`config.mk`:
```
export PLATFORM = sky130hd
export DESIGN_NAME = obc_da_sequencer
export DESIGN_NICKNAME = d
export VERILOG_FILES = /design/src/rtl/obc_dft_pkg.sv /design/src/rtl/obc_bitplane_mux.sv /design/src/rtl/obc_da_sequencer.sv
export SDC_FILE = /design/constraint.sdc
export NUM_CORES = 1
export LEC_CHECK = 0
export CORE_MARGIN = 5
export CORE_UTILIZATION = 55
export DETAILED_ROUTE_END_ITERATION = 16
export PLACE_DENSITY = 0.89
export SETUP_SLACK_MARGIN = 0.02
export SYNTH_ARGS = -nofsm -noshare
export SYNTH_HDL_FRONTEND = slang
export SYNTH_SLANG_ARGS = --single-unit
```
`constraint.sdc`:
```
create_clock -name clk -period 7.9 [get_ports clk]
set_input_delay 1.58 -clock clk [delete_from_list [all_inputs] [get_ports clk]]
set_output_delay 1.58 -clock clk [all_outputs]
set_load 0.05 [all_outputs]
```
`src/rtl/obc_dft_pkg.sv`:
```
// Shared constants and state type for the OBC-based 16-point DFT bin datapath.
package obc_dft_pkg;

  localparam int unsigned N_PTS = 16;
  localparam int unsigned ROM_W = 32;

  typedef enum logic [1:0] {
    IDLE,
    RUN,
    DONE
  } da_state_t;

endpackage

```
`src/rtl/obc_bitplane_mux.sv`:
```
// Selects bit-plane bit_cnt from the 16 captured samples and raises the
// combiner sign-inversion flag on the MSB plane.
module obc_bitplane_mux
  import obc_dft_pkg::*;
#(
  parameter int unsigned B     = 16,
  parameter int unsigned CNT_W = $clog2(B)
) (
  input  logic [N_PTS*B-1:0] samples,
  input  logic [CNT_W-1:0]   bit_cnt,
  input  logic               enable,
  output logic [N_PTS-1:0]   x_bits,
  output logic               m
);

  localparam logic [CNT_W-1:0] LAST_PLANE = CNT_W'(B - 1);

  always_comb begin
    x_bits = '0;
    m      = 1'b0;
    if (enable) begin
      for (int i = 0; i < N_PTS; i++) begin
        x_bits[i] = samples[i*B + int'(bit_cnt)];
      end
      m = (bit_cnt == LAST_PLANE);
    end
  end

endmodule

```
`src/rtl/obc_da_sequencer.sv`:
```
// Bit-serial sequencer and shift-accumulator for one OBC DFT bin.
// Define OBC_DA_OFFSET_EN to preload the accumulator with OFFSET_INIT on acceptance.
module obc_da_sequencer
  import obc_dft_pkg::*;
#(
  parameter int unsigned             B           = 16,
  parameter int unsigned             ACC_W       = 32 + B,
  parameter logic signed [ACC_W-1:0] OFFSET_INIT = '0
) (
  input  logic               clk,
  input  logic               rst_n,
  input  logic               in_valid,
  output logic               in_ready,
  input  logic [N_PTS*B-1:0] in_data,
  output logic [N_PTS-1:0]   x_bits,
  output logic               m,
  input  logic [ROM_W-1:0]   rom_in,
  output logic               out_valid,
  input  logic               out_ready,
  output logic [ACC_W-1:0]   out_data
);

  localparam int unsigned      CNT_W    = $clog2(B);
  localparam logic [CNT_W-1:0] LAST_CNT = CNT_W'(B - 1);

`ifdef OBC_DA_OFFSET_EN
  localparam logic [ACC_W-1:0] ACC_PRELOAD = OFFSET_INIT;
`else
  // Offset correction is applied downstream; the parameter is intentionally unused.
  localparam logic [ACC_W-1:0] ACC_PRELOAD = '0;
  logic unused_offset;
  assign unused_offset = ^OFFSET_INIT;
`endif

  da_state_t           state_q, state_d;
  logic [N_PTS*B-1:0]  samples_q, samples_d;
  logic [CNT_W-1:0]    bit_cnt_q, bit_cnt_d;
  logic [ACC_W-1:0]    acc_q, acc_d;
  logic [ACC_W-1:0]    rom_ext;
  logic [ACC_W-1:0]    addend;

  obc_bitplane_mux #(
    .B     (B),
    .CNT_W (CNT_W)
  ) u_bitplane_mux (
    .samples (samples_q),
    .bit_cnt (bit_cnt_q),
    .enable  (state_q == RUN),
    .x_bits  (x_bits),
    .m       (m)
  );

  // Every plane carries a positive weight; the MSB negation happens in the combiner.
  assign rom_ext = {{(ACC_W - ROM_W){rom_in[ROM_W-1]}}, rom_in};
  assign addend  = rom_ext << bit_cnt_q;

  always_comb begin
    state_d   = state_q;
    samples_d = samples_q;
    bit_cnt_d = bit_cnt_q;
    acc_d     = acc_q;
    in_ready  = 1'b0;
    out_valid = 1'b0;
    unique case (state_q)
      IDLE: begin
        in_ready = 1'b1;
        if (in_valid) begin
          samples_d = in_data;
          bit_cnt_d = '0;
          acc_d     = ACC_PRELOAD;
          state_d   = RUN;
        end
      end
      RUN: begin
        acc_d     = acc_q + addend;
        bit_cnt_d = bit_cnt_q + CNT_W'(1);
        if (bit_cnt_q == LAST_CNT) begin
          state_d = DONE;
        end
      end
      DONE: begin
        out_valid = 1'b1;
        if (out_ready) begin
          state_d = IDLE;
        end
      end
      default: state_d = IDLE;
    endcase
  end

  always_ff @(posedge clk or negedge rst_n) begin
    if (!rst_n) begin
      state_q   <= IDLE;
      samples_q <= '0;
      bit_cnt_q <= '0;
      acc_q     <= '0;
    end else begin
      state_q   <= state_d;
      samples_q <= samples_d;
      bit_cnt_q <= bit_cnt_d;
      acc_q     <= acc_d;
    end
  end

  assign out_data = acc_q;

endmodule

```
==> results <==
- The run finished with clean final reports.
- At the worst endpoint, the arrival time is 4.04 ns.
- The violation count after the first detailed-route iteration is 1708.
- After detailed routing, the average wire length per cell comes to 20.6 um.
- From left edge to right edge, the die measures 189 um.
- The finished cells cover 0.0225 mm^2.
- The total negative slack is 0 ns.
- Setup repair after global routing left no endpoint under its margin.
- The final critical delay including setup and external delays is 5.62 ns.
- The number of instances in the synthesized netlist is 1980.
- Once detail routing completed, the nets flagged for antenna violations numbered 0.
- The clock arrives with 0.0103 ns of skew.
- In this run switching power makes up 47.3% of total power.
- The core outline area is 0.0316 mm^2.
- In this run the cell area of the synthesized design comes to 0.0177 mm^2.
- The count of pins over their slew limit was 0.
- The total of endpoints with negative setup slack in the final report is 0.
- In this run the clock root is driven by a sky130_fd_sc_hd__clkbuf_16.
- The proportion of power drawn by the clock network is 13.2%.
- The signal on the critical path passes through buf_4, mux4_2, mux4_2, and2_1, clkdlybuf4s50_1.
- The slowest stage cell on the critical path is sky130_fd_sc_hd__dfrtp_4.
- Among all flip-flop cells after synthesis, the most frequent one is sky130_fd_sc_hd__dfrtp_1.
- The number of vias in the routed layout is 15995.
- In this run the vertical extent of the chip is 189 um.
- The synthesis-to-finish area growth is 27.6%.
- The worst vdd rail ir drop is 0.274 mV.
- The initial utilization of the core area, before any placement, comes to 55.9%.
- The startpoint type of the worst setup path is a flip-flop.
- The initialized floorplan defines 65 standard-cell rows.
- Input and output buffers added on the ports amount to 358.
- Total power for the finished layout comes to 12.2 mW.
- The mean post-synth cell area is 8.93 um^2.
- The count of unique library cells instantiated by Yosys is 61.
- The analysis attributes to cell leakage a power of 10.5 nW.
- The area enclosed by the die boundary is 0.0358 mm^2.
- The wire length of the first global-routing pass is 87300 um.
- The half-perimeter wire length of the detailed placement result is 38700 um.
- Counting flops with an async set or reset pin after synthesis yields a share of 100%.
- The first-pass iteration count of the detailed router is 6.
- Measured on the finished design, the core utilization comes to 71.3%.
- Counting instances, the worst hold path has a depth of 2.
- During I/O placement, the number of pins put on the boundary was 359.
- Global routing consumed, on the met1 layer, 38.9% of the routing resources.
- In the global route stage, overall resource usage came out at 30.3%.
- The total CTS buffers is 34.
- The final global-route overflow total is 0.
- In the final layout, the share of cells above drive strength 1 is 8.17%.
- The clock transition at the registers of the reported paths is 0.06 ns.
- The power per cell area is 540 mW/mm^2.
- Gates resized during post-CTS repair numbered 0.
- Sequential cells were found to cover 43.9% of the synthesized design area.
- The number of hold violations in the final report came to 0.
- The H-tree level count is 2.
- In this run the worst path has a maximum fanout of 59.
- The buffers inserted during post-CTS setup optimization is 0.
- The type of destination of the critical path is a primary output.
- The detailed-route wire length is 55200 um.
- The number of buffers and inverters on the critical path is 2.
- Leaving out fill and tap cells, the most frequent cell in the layout is sky130_fd_sc_hd__nand2_1.
- At the pin with the least slew margin, the transition time is 1.31 ns.
- The family with the most delay on the worst path is buffers and inverters.
- The internal power of the cells totals 6.42 mW.
- The highest achievable clock rate is 178 MHz.
- The largest stage delay on the critical path is 0.98 ns.
- Summing all placed instances gives a cell area of 0.0214 mm^2.
- The routed via count divided by cell count is 5.96.
- Sequential cells account for 25.2% of the total power.
- For this run, global-route usage on met3 was measured as 6.25%.
- The filler cells instantiated in the layout total 2171.
- At the worst endpoint, the required time is 6.32 ns.
- The final clock period utilization by the worst path is 71.2%.
- The maximum clock path buffer count is 3.
- The TritonCTS clock tree is built.
- Counting flops with a built-in enable in the synthesized netlist gives 0.
- In the global route stage, met2 resource usage came out at 50.7%.
- The number of nets handed over by synthesis was 2321.
- Entering global routing, the biggest net connects 260 pins.
- The most numerous cell on the critical path is sky130_fd_sc_hd__mux4_2.
- The initial antenna violation count was 9.
- The Yosys step of the flow raised 0 warnings.
- The worst pin sits at a relative slew slack of 12.8%.
- The count of cells along the worst register-to-register path is 15.
- In the layout the commonest cells are sky130_fd_sc_hd__nand2_1, sky130_fd_sc_hd__clkdlybuf4s50_1, sky130_fd_sc_hd__dfrtp_1, sky130_fd_sc_hd__mux4_2, sky130_fd_sc_hd__a21oi_1.
- In this run the worst hold path is classified as flip-flop to flip-flop.
- In this run, synthesis produced a sequential element count of 310.
- The tool flagged a number of max-cap violations equal to 0.
- The via count of the first global-routing pass was 16537.
- The count of clock tree sinks is 310.
- The weighted congestion reported at the end of routability-driven placement is 0.930.
- The clock reaches the later pin of the worst-skew pair after 0.51 ns.
- The analysis attributes to net switching a power of 5.75 mW.
- Hold repair after CTS inserted 0 buffers.
- Combinational logic is responsible for 61.7% of the overall power.
- Counting buffers and inverters, the worst setup path is 5 cells deep.
- The critical path in this run is classified as flip-flop to primary output.
- In this run the most used layer during global routing was met2.
- The final layout contains 2593 nets.
- The DRC violation count after routing is 0.
[worst reg2reg max path: stages, from the launching register on]
cell and delay, ns:
sky130_fd_sc_hd__dfrtp_4 1.08, sky130_fd_sc_hd__inv_1 0.44, sky130_fd_sc_hd__nor2_1 0.19, sky130_fd_sc_hd__a21oi_1 0.06, sky130_fd_sc_hd__a21boi_0 0.34, sky130_fd_sc_hd__nor2_1 0.11, sky130_fd_sc_hd__ha_1 0.36, sky130_fd_sc_hd__a21oi_1 0.23
sky130_fd_sc_hd__a21boi_1 0.28, sky130_fd_sc_hd__o211ai_1 0.30, sky130_fd_sc_hd__a311oi_1 0.65, sky130_fd_sc_hd__o21bai_1 0.27, sky130_fd_sc_hd__a21oi_1 0.27, sky130_fd_sc_hd__o21bai_1 0.11, sky130_fd_sc_hd__xnor2_1 0.15, sky130_fd_sc_hd__o21ai_0 0.09
[power groups by stage]
stage	logic [mW]	clock network (mW)	registers, mW
6_report	7.50	1.60	3.07
3_3_place_gp	7.23	0	3.00
2_1_floorplan	5.18	0	3.16
4_1_cts	7.45	1.61	3.05
3_5_place_dp	7.38	0	3.06
5_1_grt	8.14	1.68	3.15
[sequential cells by signal (all words and copies together), names as in the netlist]
name       count
samples_q    256
out_data      48
bit_cnt_q      4
state_q        2
[logic make-up after synthesis]
family                   Yosys count  share of synthesized area [%]
AO/OA/AOI/OAI                    259                           8.93
buffers and inverters            141                           3.09
XOR/XNOR                          42                           2.08
adder cells (fa/ha/maj)           49                           3.51
AND/OR/NAND/NOR                 1030                           23.3
flip-flops                       310                           43.9
multiplexers                     149                           15.2
[stage by stage]
step / worst slack (ns) / hold WS (ns) / cells
5_1_grt: 2.04 / 0.487 / 2683
4_1_cts: 2.19 / 0.473 / 2678
3_5_place_dp: 2.12 / 0.458 / 2618
2_1_floorplan: 3.23 / 0.440 / 1980
3_3_place_gp: 2.16 / 0.452 / 2618
6_report: 2.28 / 0.466 / 2683
[routing by layer]
metal  vias up  part of all wire [%]
met3       167                   8.9
met5         -                 0.089
met4        10                   4.6
li1       7248                     -
met2       845                    48
met1      7725                    38
[cell type report]
class                   count  area [um^2]  area share (%)
diodes                      5         12.5          0.0555
clock buffers              46          977            4.33
clock inverters            14          141           0.627
inverters                  11         41.3           0.183
multi-input cells        1529         9400            41.7
flip-flops and latches    310         7770            34.5
well taps                 402          503            2.23
repair buffers            366         3700            16.4
[synthesized netlist by cell type (3+ instances only)]
library cell | number | area share [%]
sky130_fd_sc_hd__dfrtp_1 | 310 | 44
sky130_fd_sc_hd__clkbuf_1 | 105 | 2.2
sky130_fd_sc_hd__and3_1 | 9 | 0.32
sky130_fd_sc_hd__buf_1 | 11 | 0.23
sky130_fd_sc_hd__buf_2 | 14 | 0.40
sky130_fd_sc_hd__and2_1 | 23 | 0.81
sky130_fd_sc_hd__mux4_2 | 95 | 12
sky130_fd_sc_hd__a211oi_1 | 6 | 0.25
sky130_fd_sc_hd__o31ai_1 | 6 | 0.25
sky130_fd_sc_hd__nor3_1 | 10 | 0.28
sky130_fd_sc_hd__mux2_2 | 8 | 0.51
sky130_fd_sc_hd__xor2_1 | 20 | 0.99
sky130_fd_sc_hd__nand2_1 | 876 | 19
sky130_fd_sc_hd__nand3_1 | 24 | 0.68
sky130_fd_sc_hd__inv_1 | 11 | 0.23
sky130_fd_sc_hd__a21boi_0 | 3 | 0.13
sky130_fd_sc_hd__a31oi_1 | 9 | 0.32
sky130_fd_sc_hd__a31o_2 | 3 | 0.15
sky130_fd_sc_hd__a21oi_1 | 76 | 2.2
sky130_fd_sc_hd__nand2b_1 | 6 | 0.21
sky130_fd_sc_hd__xnor2_1 | 22 | 1.1
sky130_fd_sc_hd__o21a_1 | 6 | 0.25
sky130_fd_sc_hd__nor4_1 | 3 | 0.11
sky130_fd_sc_hd__o22ai_1 | 4 | 0.14
sky130_fd_sc_hd__nor2b_1 | 10 | 0.35
sky130_fd_sc_hd__o21bai_1 | 9 | 0.38
sky130_fd_sc_hd__nand4_1 | 13 | 0.46
sky130_fd_sc_hd__mux2i_1 | 46 | 2.6
sky130_fd_sc_hd__nor2_1 | 45 | 0.96
sky130_fd_sc_hd__o211ai_1 | 8 | 0.34
sky130_fd_sc_hd__o21ai_0 | 73 | 2.1
sky130_fd_sc_hd__ha_1 | 48 | 3.4
sky130_fd_sc_hd__o21ai_1 | 8 | 0.23
sky130_fd_sc_hd__a21o_1 | 26 | 1.1
[worst paths after layout]
path / startpoint / endpoint / slack, ns
min in group asynchronous: rst_n / out_data[39]$_DFFE_PN0P_ / 1.06
min: samples_q[62]$_DFFE_PN0P_ / samples_q[62]$_DFFE_PN0P_ / 0.47
max: bit_cnt_q[1]$_DFFE_PN0P_ / x_bits[7] / 2.28
min reg2reg: samples_q[62]$_DFFE_PN0P_ / samples_q[62]$_DFFE_PN0P_ / 0.47
max in group asynchronous: rst_n / samples_q[130]$_DFFE_PN0P_ / 5.27
max reg2reg: bit_cnt_q[0]$_DFFE_PN0P_ / out_data[26]$_DFFE_PN0P_ / 2.79
(Power assumes the default switching activity.)
